--- src/rtl/vga_timing_gen_pkg.sv ---
// vga_timing_gen_pkg: shared 640x480 timing constants, counter type and range helper.
package vga_timing_gen_pkg;
    typedef logic [15:0] cnt_t;
    localparam cnt_t H_ACTIVE = 16'd640;
    localparam cnt_t V_ACTIVE = 16'd480;
    localparam cnt_t HS_START = 16'd656;
    localparam cnt_t HS_END   = 16'd751;
    localparam cnt_t VS_START = 16'd490;
    localparam cnt_t VS_END   = 16'd491;
    localparam int H_TOTAL_DEF = 800;
    localparam int V_TOTAL_DEF = 525;
    localparam int CLK_DIV_DEF = 4;
    function automatic logic in_range(cnt_t x, cnt_t lo, cnt_t hi);
        return x >= lo && x <= hi;
    endfunction
endpackage

--- src/rtl/vga_timing_gen_if.sv ---
// vga_timing_gen_if: raster position, sync and pulse outputs of the timing generator.
interface vga_timing_gen_if;
    import vga_timing_gen_pkg::*;
    cnt_t H_address;
    cnt_t V_address;
    logic Hsync;
    logic Vsync;
    logic ActiveRegion;
    logic frame;
    logic pix_tick;
    modport master (output H_address, V_address, Hsync, Vsync, ActiveRegion, frame, pix_tick);
    modport slave  (input  H_address, V_address, Hsync, Vsync, ActiveRegion, frame, pix_tick);
endinterface

--- src/rtl/vga_timing_gen_wrap_counter.sv ---
// wrap_counter: 16-bit enabled counter wrapping from max back to 0.
module wrap_counter
    import vga_timing_gen_pkg::*;
(
    input  logic clk,
    input  logic reset,
    input  logic en,
    input  cnt_t max,
    output cnt_t q,
    output logic at_max
);
    cnt_t r_q;
    assign q      = r_q;
    assign at_max = r_q == max;
    always_ff @(posedge clk) begin
        if (reset)
            r_q <= '0;
        else if (en)
            r_q <= at_max ? '0 : r_q + 16'd1;
    end
endmodule

--- src/rtl/vga_timing_gen.sv ---
// vga_timing_gen: pixel prescaler, H/V raster counters and registered sync/active/frame outputs.
module vga_timing_gen
    import vga_timing_gen_pkg::*;
#(
    parameter int H_TOTAL = H_TOTAL_DEF,
    parameter int V_TOTAL = V_TOTAL_DEF,
    parameter int CLK_DIV = CLK_DIV_DEF
) (
    input logic clk,
    input logic reset,
    vga_timing_gen_if.master vga
);
    localparam logic [3:0] DIV_MAX = 4'(CLK_DIV - 1);
    localparam cnt_t H_MAX = cnt_t'(H_TOTAL - 1);
    localparam cnt_t V_MAX = cnt_t'(V_TOTAL - 1);
    logic [3:0] r_div;
    logic r_hs, r_vs, r_act, r_frame;
    logic w_pix, w_pix_nxt, w_h_max, w_v_max;
    cnt_t w_h, w_v, w_h_nxt, w_v_nxt;
    assign w_pix     = r_div == DIV_MAX;
    assign w_pix_nxt = r_div == DIV_MAX - 4'd1;
    always_ff @(posedge clk) begin
        if (reset)
            r_div <= '0;
        else
            r_div <= w_pix ? '0 : r_div + 4'd1;
    end
    wrap_counter u_h (.clk(clk), .reset(reset), .en(w_pix), .max(H_MAX), .q(w_h), .at_max(w_h_max));
    wrap_counter u_v (.clk(clk), .reset(reset), .en(w_pix & w_h_max), .max(V_MAX), .q(w_v), .at_max(w_v_max));
    // Look-ahead of the counters so the registered outputs line up with the addresses they describe.
    assign w_h_nxt = w_pix ? (w_h_max ? '0 : w_h + 16'd1) : w_h;
    assign w_v_nxt = (w_pix && w_h_max) ? (w_v_max ? '0 : w_v + 16'd1) : w_v;
    always_ff @(posedge clk) begin
        if (reset) begin
            r_hs    <= 1'b1;
            r_vs    <= 1'b1;
            r_act   <= 1'b1;
            r_frame <= 1'b0;
        end else begin
            r_hs    <= !in_range(w_h_nxt, HS_START, HS_END);
            r_vs    <= !in_range(w_v_nxt, VS_START, VS_END);
            r_act   <= w_h_nxt < H_ACTIVE && w_v_nxt < V_ACTIVE;
            r_frame <= w_pix_nxt && w_h_nxt == H_MAX && w_v_nxt == V_MAX;
        end
    end
    assign vga.H_address    = w_h;
    assign vga.V_address    = w_v;
    assign vga.Hsync        = r_hs;
    assign vga.Vsync        = r_vs;
    assign vga.ActiveRegion = r_act;
    assign vga.frame        = r_frame;
    assign vga.pix_tick     = w_pix;
endmodule

--- src/flat_wrapper.sv ---
// flat-port wrapper written by rule: the top's interface ports become plain ports
module vga_timing_gen_flat import vga_timing_gen_pkg::*;
#(
    parameter int H_TOTAL = H_TOTAL_DEF,
    parameter int V_TOTAL = V_TOTAL_DEF,
    parameter int CLK_DIV = CLK_DIV_DEF
)
  (clk, reset, vga_H_address, vga_V_address, vga_Hsync, vga_Vsync, vga_ActiveRegion, vga_frame, vga_pix_tick);
  vga_timing_gen_if vga_i ();
  input logic clk;
  input logic reset;
  output wire logic [$bits(vga_i.H_address)-1:0] vga_H_address;
  output wire logic [$bits(vga_i.V_address)-1:0] vga_V_address;
  output wire logic [$bits(vga_i.Hsync)-1:0] vga_Hsync;
  output wire logic [$bits(vga_i.Vsync)-1:0] vga_Vsync;
  output wire logic [$bits(vga_i.ActiveRegion)-1:0] vga_ActiveRegion;
  output wire logic [$bits(vga_i.frame)-1:0] vga_frame;
  output wire logic [$bits(vga_i.pix_tick)-1:0] vga_pix_tick;
  assign vga_H_address = vga_i.H_address;
  assign vga_V_address = vga_i.V_address;
  assign vga_Hsync = vga_i.Hsync;
  assign vga_Vsync = vga_i.Vsync;
  assign vga_ActiveRegion = vga_i.ActiveRegion;
  assign vga_frame = vga_i.frame;
  assign vga_pix_tick = vga_i.pix_tick;
  vga_timing_gen #(.H_TOTAL(H_TOTAL), .V_TOTAL(V_TOTAL), .CLK_DIV(CLK_DIV)) u_core (.clk(clk), .reset(reset), .vga(vga_i));
endmodule
--- config.mk ---
export PLATFORM = sky130hd
export DESIGN_NAME = vga_timing_gen_flat
export DESIGN_NICKNAME = d
export VERILOG_FILES = /design/src/rtl/vga_timing_gen_pkg.sv /design/src/rtl/vga_timing_gen_if.sv /design/src/rtl/vga_timing_gen_wrap_counter.sv /design/src/rtl/vga_timing_gen.sv /design/src/flat_wrapper.sv
export SDC_FILE = /design/constraint.sdc
export NUM_CORES = 1
export LEC_CHECK = 0
export CORE_ASPECT_RATIO = 0.8
export CORE_MARGIN = 2
export CORE_UTILIZATION = 40
export DETAILED_ROUTE_END_ITERATION = 16
export PLACE_DENSITY = 0.7
export SLEW_MARGIN = 40
export SYNTH_ARGS = -nofsm -noshare
export SYNTH_HDL_FRONTEND = slang
export SYNTH_SLANG_ARGS = --single-unit
--- constraint.sdc ---
create_clock -name clk -period 3.5 [get_ports clk]
set_input_delay 0.7 -clock clk [delete_from_list [all_inputs] [get_ports clk]]
set_output_delay 0.7 -clock clk [all_outputs]
set_load 0.05 [all_outputs]
# ---- Word level (Yosys, flattened, before mapping)
# Cells that the tools add are included.
dict set report totals {
  register_bits 40
  in_bits 2
  output_inout_bits 37
}
dict set report classes {
  addsub 3
  order_cmp 6
  eq_ne 6
  mux 4
  bitwise 1
  reduce_logical 9
}
# cell n
set op_table {}
lappend op_table {{== test 16 x 10 -> 1 bit, second input constant} 4}
lappend op_table {{2-to-1 mux 16 bit} 4}
lappend op_table {{adder 16 x 1 -> 16 bit, second input constant} 2}
lappend op_table {{greater-or-equal comparator 16 x 10 -> 1 bit, second input constant} 1}
lappend op_table {{greater-or-equal comparator 16 x 9 -> 1 bit, second input constant} 1}
lappend op_table {{<= comparator 16 x 10 -> 1 bit, second input constant} 1}
lappend op_table {{<= comparator 16 x 9 -> 1 bit, second input constant} 1}
lappend op_table {{less-than comparator 16 x 10 -> 1 bit, second input constant} 1}
lappend op_table {{less-than comparator 16 x 9 -> 1 bit, second input constant} 1}
lappend op_table {{== test 4 x 2 -> 1 bit, second input constant} 2}
lappend op_table {{logical AND 1 bit} 6}
lappend op_table {{adder 4 x 1 -> 4 bit, second input constant} 1}
lappend op_table {{zero test 1 bit} 2}
lappend op_table {{OR reduction 2 bit} 1}
lappend op_table {{bitwise AND 1 bit} 1}

# ---- Logic depth before layout (Yosys ltp)
# Gate-level depths: netlist of run 1.
dict set report depth {
  word_depth 6
  ltp_mapped 10
}

# ---- Hierarchy
# A second synthesis of run 1 with hierarchy kept.
dict set report unflattened {
  cells_unflattened 403
  area_unflattened_um2 3445.8
}
# mod n_inst cells_per_inst area_per_inst_um2
set modules_own_cells {}
lappend modules_own_cells {wrap_counter 2 116 1128.6}
lappend modules_own_cells {vga_timing_gen 1 171 1188.6}

# ---- Worst setup path before layout of run 1
# Ideal clock, no wire load.
dict set report synth_path {
  path_kind {register to register}
  from {register u_core.u_h.r_q[0] (netlist: u_core.u_h.q[0])}
  to {register u_core.r_frame (netlist: u_core.vga.frame)}
  setup_ns 0.061
  t_arrival_ns 2.952
  required_time_ns 3.439
  setup_slack_ns 0.487
  path_stages_with_launch 9
  synth_period_minus_slack_ns 3.013
  cell_sequence {dfxtp_1 ha_1 nand4bb_1 nor4_2 xor2_1 or3_1 a221o_1 nor4b_2 and4_1}
}
dict set report synth_between {
  elab_chain_len 6
  elab_cells_between_ends 10
  classes_between {add/sub (1); eq/ne (3); mux (3); reduce/logical (3)}
}
# item line_no
set synth_lines {}
lappend synth_lines {{from (decl)} vga_timing_gen_wrap_counter.sv:12} ;# cnt_t r_q;
lappend synth_lines {{from (signal assigned)} vga_timing_gen_wrap_counter.sv:19} ;# r_q <= at_max ? '0 : r_q + 16'd1;
lappend synth_lines {{adder 16 x 1 -> 16 bit or == test 16 x 10 -> 1 bit (tied branches)} {vga_timing_gen.sv:31, vga_timing_gen_wrap_counter.sv:14}}
lappend synth_lines {{2-to-1 mux 16 bit (2 in a row)} vga_timing_gen.sv:31} ;# assign w_h_nxt = w_pix ? (w_h_max ? '0 : w_h + 16'd1) : w_h;
lappend synth_lines {{== test 16 x 10 -> 1 bit} vga_timing_gen.sv:43} ;# r_frame <= w_pix_nxt && w_h_nxt == H_MAX && w_v_nxt == V_MAX;
lappend synth_lines {{logical AND 1 bit} vga_timing_gen.sv:43}
lappend synth_lines {{logical AND 1 bit *} vga_timing_gen.sv:43}
lappend synth_lines {{to (signal assigned)} vga_timing_gen.sv:38} ;# r_frame <= 1'b0;
lappend synth_lines {{to (signal assigned)} vga_timing_gen.sv:43}
lappend synth_lines {{to (decl)} vga_timing_gen.sv:17} ;# logic r_hs, r_vs, r_act, r_frame;
# Mark *: on every way between the ends. The rest lies on a longest branch, timed or not.
# A chain may end at the register's enable or synchronous reset.

# ---- Worst setup path in the final report of run 1
dict set report layout_path {
  from {register u_core.r_div[0]}
  to {output port vga_pix_tick}
}
dict set report layout_between {
  elab_chain_len 1
}
# item line_no
set layout_lines {}
lappend layout_lines {{from (decl)} vga_timing_gen.sv:16} ;# logic [3:0] r_div;
lappend layout_lines {{from (signal assigned)} vga_timing_gen.sv:26} ;# r_div <= w_pix ? '0 : r_div + 4'd1;
lappend layout_lines {{== test 4 x 2 -> 1 bit} vga_timing_gen.sv:20} ;# assign w_pix = r_div == DIV_MAX;
lappend layout_lines {{to (decl)} flat_wrapper.sv:18} ;# output wire logic [$bits(vga_i.pix_tick)-1:0] vga_pix_tick;
# Every way passes these cells.

==> metrics.md, run 1 <==
| Metric | Value |
|---|---|
| CTS clk-pin slew, worst paths | roughly 0.08 ns |
| GP Congestion | 0.8583 |
| IO Count | 39 |
| Grt ovf | 0 |
| RR Startpoint | u_core.r_div[0]$_SDFF_PP0_ |
| Critical-path top delay cell | clkdlybuf4s50_1 |
| RSZ-0062 raised after global routing | false |
| RR Endpoint | u_core.vga.frame$_SDFF_PP0_ |
| Sw Share | 0.2123 |
| Least-Margin Pin Slew | between 0.6 and 0.7 ns |
| Hold Path Stages | 1 |
| TritonRoute pass-1 iters | 6 |
| Routed WL | 6.214 mm |
| Top cell type's share of synthesized area | 0.3459 |
| Crit Path Category | reg2out |
| Top_reg_cell synth | dfxtp_1 |
| Cell with the most instances after synthesis | dfxtp_1 |
| Initial drt markers | 232 |
| Req. time, crit path | 2.80 ns |
| CTS Root Buffer Type | clkbuf_8 |
| Largest area contributor in the netlist | dfxtp_1 |
| Startpoint types | register |
| Pwr/cell area | 317.3 nW/um^2 |
| Seq/Total Area, Yosys | 0.3459 |
| MaxCap Viol Count | 0 |
| Clock Power Share | 0.453 |
| Overall via count from detail_route | ~2,300 |
| Bufs on Longest Clock Path | 2 |
| CTS Buf Count | 5 |
| Flop-to-flop setup slack | about 0.45 ns |
| Max VDD drop | ~0.18 mV |
| Post-synth ARST share | 0 |
| Worst Path Arrival | between 2 and 3 ns |
| Dpl cells | between 300 and 400 |
| Die Height | roughly 70 um |
| Critical Path Fanout Max | 17 |
| TritonCTS clock tree | done |
| Area added between synthesis and finish | 24.86% |
| Drt via density | slightly below 6 |
| Critical path endpoint category | output pin |
| Syn avg cell area | 8.009 sq um |
| Clock period minus worst slack | 3.204 ns |
| First-pass GRT wire length | between 10 and 15 mm |
| Share of layout cells above drive strength 1 | 0.06211 |
| Post-synthesis cell area | about 2300 sq um |
| Status | completed |
| DRC Markers | 0 |
| Final #Nets | roughly 330 |
| Max-slew violations | 0 |
| PortBufs | 38 |
| Fmax | 0.3121 GHz |
| Cts hold-fix bufs | 0 |
| Tot GR Track Use | 0.2003 |
| Number of enable flip-flop cells after synthesis | 0 |
| Antenna viol nets, final | 0 |
| Synthesized flop and latch total | 40 |
| Worst R2R Path Depth | 8 |
| # fillers | 532 |
| Detail Placement HPWL | approximately 4.5 mm |
| Clock skew | 0.005894 ns |
| Post-Route Setup TNS | 0 ns |
| H-tree depth | 2 |
| # rows | 24 |
| Clk_lat worst skew | 0.29 ns |
| Cell count after synthesis | roughly 290 |
| Post-Syn Nets | roughly 300 |
| Area contributors post-synth | dfxtp_1, nor2_1, xnor2_1 |
| Cell Chain, Critical Path | ha_1 -> or3b_1 -> inv_1 -> clkdlybuf4s50_1 |
| Die area | between 6000 and 7000 sq um |
| Worst hold path endpoint | u_core.r_div[0]$_SDFF_PP0_ |
| Syn. warnings | 0 |
| Initial Util | 0.4189 |
| Post-Layout Cell Count | 400 |
| Final hold viol count | 0 |
| Comb pwr share | 0.042 |
| Min-delay src | u_core.r_div[0]$_SDFF_PP0_ |
| Post_cts resized | 0 |
| Leakage | 0.9980 nW |
| Initial antenna violation count | 0 |
| Post-route clock period utilization | 0.9155 |
| Hold Crit Class | reg2reg |
| ANT cells | 0 |
| Largest net degree at the start of global routing | 18 |
| Commonest cells post-synth | dfxtp_1, nor2_1, nor3_1 |
| Die width | between 80 and 90 um |
| Pint | between 0.7 and 0.8 mW |
| Core Area | approximately 5500 sq um |
| Routed wire length per instance | about 16 um |
| Vias in the first global route | 2,097 |
| Critical path buffers and inverters | 2 |
| Relative slew slack | 0.5661 |
| CTS sink count | 40 |
| Flop pwr share | 0.505 |
| Delay-heaviest family, CP | buffers and inverters |
| Distinct cells, synth | 47 |
| Sw power | between 0.15 and 0.2 mW |
| CP peak stage delay | slightly above 0.8 ns |
| Post-CTS Setup Bufs | 0 |
| # setup viols final | 0 |
[layer usage]
layer / global-route usage / up-vias / wire [um]
met5: 0 / - / 0
met4: 0.04643 / 0 / 19
met3: 0.04209 / 2 / 524
met2: 0.2902 / 128 / 2689
met1: 0.3041 / 1087 / 2981
li1: - / 1119 / -
[power by group through the flow]
stage               Sequential, mW  Clock (mW)  Combinational, mW
CTS                          0.463       0.421             0.0386
global placement             0.474           0             0.0376
detailed placement           0.474           0             0.0386
global route                 0.464       0.438             0.0426
floorplan                    0.477           0             0.0230
finish                       0.463       0.415             0.0388
[through the flow]
| stage | util | hold slack, ns | cell area (sq um) | setup WS [ns] | power, mW |
|---|---|---|---|---|---|
| floorplan | - | 0.4558 | 2315 | 0.4870 | 0.4995 |
| global route | 0.5231 | 0.5563 | 2890 | 0.1446 | 0.9450 |
| detailed placement | 0.5002 | 0.4827 | 2764 | 0.5045 | 0.5125 |
| finish | 0.5231 | 0.5012 | 2890 | 0.2959 | 0.9171 |
| global placement | 0.5002 | 0.4654 | 2764 | 0.6125 | 0.5111 |
| CTS | 0.5231 | 0.4937 | 2890 | 0.2947 | 0.9224 |
[cells by family (layout without fill, tap and decap cells)]
group	after synthesis	after routing	synth area share
xor+xnor	25	25	0.09459
buf+inv	26	59	0.04324
fa+ha+maj	5	5	0.02703
flops	40	40	0.3459
compound gates	43	43	0.1216
simple gates	150	150	0.3676
[area by class of cell]
class / instances / area [sq um] / share of cell area
Multi-Input combinational cell: 223 / 1414 / 0.4892
Sequential cell: 40 / 800.8 / 0.2771
Timing Repair Buffer: 44 / 425.4 / 0.1472
Tap cell: 78 / 97.59 / 0.03377
Clock buffer: 7 / 96.34 / 0.03333
Clock inverter: 1 / 30.03 / 0.01039
Inverter: 7 / 26.28 / 0.009091
[state kept, by name, summed over array words and instances, names as in the netlist]
name / cells
u_core.u_h.q: 16
u_core.vga.Hsync: 1
u_core.u_v.q: 16
u_core.vga.frame: 1
u_core.vga.Vsync: 1
u_core.r_div: 4
u_core.vga.ActiveRegion: 1
[layout by cell type, fill, tap and decap left out, types with 3 or more instances in the layout]
cell type | synthesis | routed
nand3_1 | 13 | 13
nand4_1 | 12 | 12
a31oi_1 | 6 | 6
nor3_1 | 20 | 20
nand2_1 | 18 | 18
nor2_1 | 31 | 31
buf_4 | 0 | 6
clkdlybuf4s50_1 | 0 | 38
or3_1 | 4 | 4
clkbuf_8 | 0 | 7
and3_1 | 11 | 11
dfxtp_1 | 40 | 40
xor2_1 | 12 | 12
o21ai_0 | 9 | 9
ha_1 | 5 | 5
a21oi_1 | 9 | 9
xnor2_1 | 13 | 13
nor4_1 | 7 | 7
nor2b_1 | 6 | 6
inv_1 | 7 | 7
and4_1 | 7 | 7
and2_1 | 3 | 3
o211ai_1 | 5 | 5
[worst register-to-register path: cells and delay by family (launching register included)]
kind | cells | cell delay (ns)
fa+ha+maj | 1 | 0.21
flops | 1 | 0.38
simple gates | 6 | 2.02
compound gates | 1 | 0.38
[how the worst max path moves through the flow]
stage                                          start                     endpoint  slack (ns)  depth (start not counted)
final                     u_core.r_div[0]$_SDFF_PP0_                 vga_pix_tick        0.30                          4
after global routing      u_core.r_div[0]$_SDFF_PP0_                 vga_pix_tick        0.14                          4
after CTS                 u_core.r_div[0]$_SDFF_PP0_                 vga_pix_tick        0.29                          4
after detailed placement  u_core.r_div[0]$_SDFF_PP0_  u_core.vga.frame$_SDFF_PP0_        0.50                          8
after global placement    u_core.r_div[0]$_SDFF_PP0_  u_core.vga.frame$_SDFF_PP0_        0.61                          8
after floorplan           u_core.u_h.q[0]$_SDFF_PP0_  u_core.vga.frame$_SDFF_PP0_        0.49                          8
Note: power is estimated with default switching activity, not from simulation.
==> run 2: changes to the inputs <==
TNS_END_PERCENT = 30   (was unset)
==> results of run 2 <==
The final DEF is identical to that of run 1; final timing and power are the same.
==> run 3: changes to the inputs <==
SETUP_SLACK_MARGIN = 0.4   (was unset)
==> run 3 against run 2 <==
Compared with the run above:
- sequential share of layout area barely moved
- final area barely moved
- sequential power barely moved
- sequential cell count did not move
- clock power barely moved
- total power barely moved
==> metrics.md, run 3 (synthesis gave the netlist of run 1 again) <==
| Metric | Value |
|---|---|
| Bufs on Longest Clock Path | 2 (unchanged) |
| ANT cells | 0 (unchanged) |
| Commonest non-fill, non-tap cell in the layout | dfxtp_1 |
| Grt ovf | 0 (unchanged) |
| Critical Path Fanout Max | 17 (unchanged) |
| # rows | 24 (unchanged) |
| CP peak stage delay | 0.51 ns (-0.30 ns) |
| TritonRoute pass-1 iters | 5 (-1) |
| Drt via density | 5.798 (-0.73%) |
| Initial drt markers | 227 (-2.2%) |
| DRC Markers | 0 (unchanged) |
| Cts hold-fix bufs | 0 (unchanged) |
| Fmax | 0.3528 GHz (+13%) |
| RSZ-0062 raised after global routing | false |
| Clk_lat worst skew | 0.29 ns (about the same) |
| Max-slew violations | 0 (unchanged) |
| Crit path to | u_core.vga.frame$_SDFF_PP0_ |
| RR Endpoint | u_core.vga.frame$_SDFF_PP0_ |
| Die area | 6415 sq um (unchanged) |
| Largest net degree at the start of global routing | 18 (unchanged) |
| Startpoint types | register |
| Most frequent cells in the layout | dfxtp_1, clkdlybuf4s50_1, nor2_1 |
| Post-route clock period utilization | 0.8098 (-0.1057) |
| Clock period minus worst slack | 2.834 ns (-0.3700 ns) |
| CTS Root Buffer Type | clkbuf_8 |
| CP Launch Point | u_core.r_div[0]$_SDFF_PP0_ |
| Least-Margin Pin Slew | 0.5226 ns (-0.1282 ns) |
| Vias in the first global route | 2,097 (unchanged) |
| GP Congestion | 0.8583 (unchanged) |
| # setup viols final | 0 (unchanged) |
| Critical-path top delay cell | or3b_4 |
| Status | completed |
| CTS sink count | 40 (unchanged) |
| Post-Route Setup TNS | 0 ns (unchanged) |
| Initial Util | 0.4189 (unchanged) |
| Share of layout cells above drive strength 1 | 0.06522 (+0.003106) |
| Core Area | 5525 sq um (unchanged) |
| Final core utilization | 0.5233 (about the same) |
| Clock skew | 0.005713 ns (-0.0001817 ns) |
| Flop-to-flop setup slack | 0.67 ns (+0.22 ns) |
| Overall via count from detail_route | 2,319 (-0.73%) |
| RR Startpoint | u_core.r_div[0]$_SDFF_PP0_ |
| Post-CTS Setup Bufs | 0 (unchanged) |
| CTS clk-pin slew, worst paths | 0.08 ns (about the same) |
| Relative slew slack | 0.6503 (+0.08420) |
| Hold Crit Class | reg2reg |
| Post_cts resized | 1 (+1) |
| Die Height | 72.04 um (unchanged) |
| Tot GR Track Use | 0.2003 (unchanged) |
| CTS Buf Count | 5 (unchanged) |
| Cell Chain, Critical Path | ha_1 -> or3b_4 -> nor4_4 -> nand2_2 -> or3_1 -> a221o_1 -> nor4b_2 -> and4_1 |
| H-tree depth | 2 (unchanged) |
| Total power | 0.9165 mW (about the same) |
| TritonCTS clock tree | done |
| Pwr/cell area | 317.0 nW/um^2 (-0.11%) |
| First-pass GRT wire length | 10.23 mm (unchanged) |
| Worst R2R Path Depth | 8 (unchanged) |
| Routed wire length per instance | 15.60 um (+0.42%) |
| Final hold viol count | 0 (unchanged) |
| Critical path endpoint category | register |
| Area added between synthesis and finish | 24.92% (about the same) |
| Leakage | 1.005 nW (+0.74%) |
| Max VDD drop | 0.1751 mV (about the same) |
| Initial antenna violation count | 0 (unchanged) |
| PortBufs | 38 (unchanged) |
| Die width | 89.05 um (unchanged) |
| Crit Path Category | reg2reg |
| Antenna viol nets, final | 0 (unchanged) |
| Dpl cells | 392 (unchanged) |
| Final #Nets | 328 (unchanged) |
| Req. time, crit path | 3.74 ns (+0.94 ns) |
| IO Count | 39 (unchanged) |
| MaxCap Viol Count | 0 (unchanged) |
| Detail Placement HPWL | 4.496 mm (unchanged) |
| Worst Path Arrival | 3.07 ns (+0.57 ns) |
| Routed WL | 6.240 mm (+0.42%) |
| Post-Layout Cell Count | 400 (unchanged) |
## run 3: layer usage
layer,up-vias,wire [um],track usage
met5,-,0,0
met4,0,48,0.04643
met3,4,540,0.04209
met2,121,2632,0.2902
met1,1076,3017,0.3041
li1,1118,-,-
## run 3: through the flow
stage	instance area [sq um]	hold slack, ns	setup WS, ns
detailed placement	2764	0.4827	0.5045
global route	2892	0.5563	0.5087
floorplan	2315	0.4558	0.4870
finish	2892	0.4997	0.6659
global placement	2764	0.4654	0.6125
CTS	2889	0.4937	0.4865
## run 3: area by class of cell
class	instances	area, sq um
inverters	7	26.28
clock inverters	1	30.03
clock buffers	7	96.34
flip-flops and latches	40	800.8
repair buffers	44	424.2
fillers	531	2634
multi-input cells	223	1416
well taps	78	97.59
## run 3: how the worst min path moves through the flow
stage	end	from	cells after the start	slack, ns
finish	u_core.r_div[0]$_SDFF_PP0_	u_core.r_div[0]$_SDFF_PP0_	1	0.50
global route	u_core.r_div[0]$_SDFF_PP0_	u_core.r_div[0]$_SDFF_PP0_	1	0.56
CTS	u_core.r_div[0]$_SDFF_PP0_	u_core.r_div[0]$_SDFF_PP0_	1	0.49
detailed placement	u_core.r_div[0]$_SDFF_PP0_	u_core.r_div[0]$_SDFF_PP0_	1	0.48
global placement	u_core.r_div[0]$_SDFF_PP0_	u_core.r_div[0]$_SDFF_PP0_	1	0.47
floorplan	u_core.r_div[0]$_SDFF_PP0_	u_core.r_div[0]$_SDFF_PP0_	1	0.46
## run 3: where the power goes
| group | internal (mW) | leakage [nW] | switching (mW) | total (mW) |
|---|---|---|---|---|
| logic | 0.0123 | 0.618 | 0.0269 | 0.0391 |
| clock network | 0.252 | 0.0645 | 0.162 | 0.414 |
| registers | 0.459 | 0.323 | 0.00451 | 0.463 |
| total | 0.723 | 1.01 | 0.194 | 0.917 |
## run 3: critical path, delay by kind of cell, from the launching register on
family / cells / cell delay, ns
simple gates: 6 / 1.79
compound gates: 1 / 0.38
flops: 1 / 0.38
fa+ha+maj: 1 / 0.21
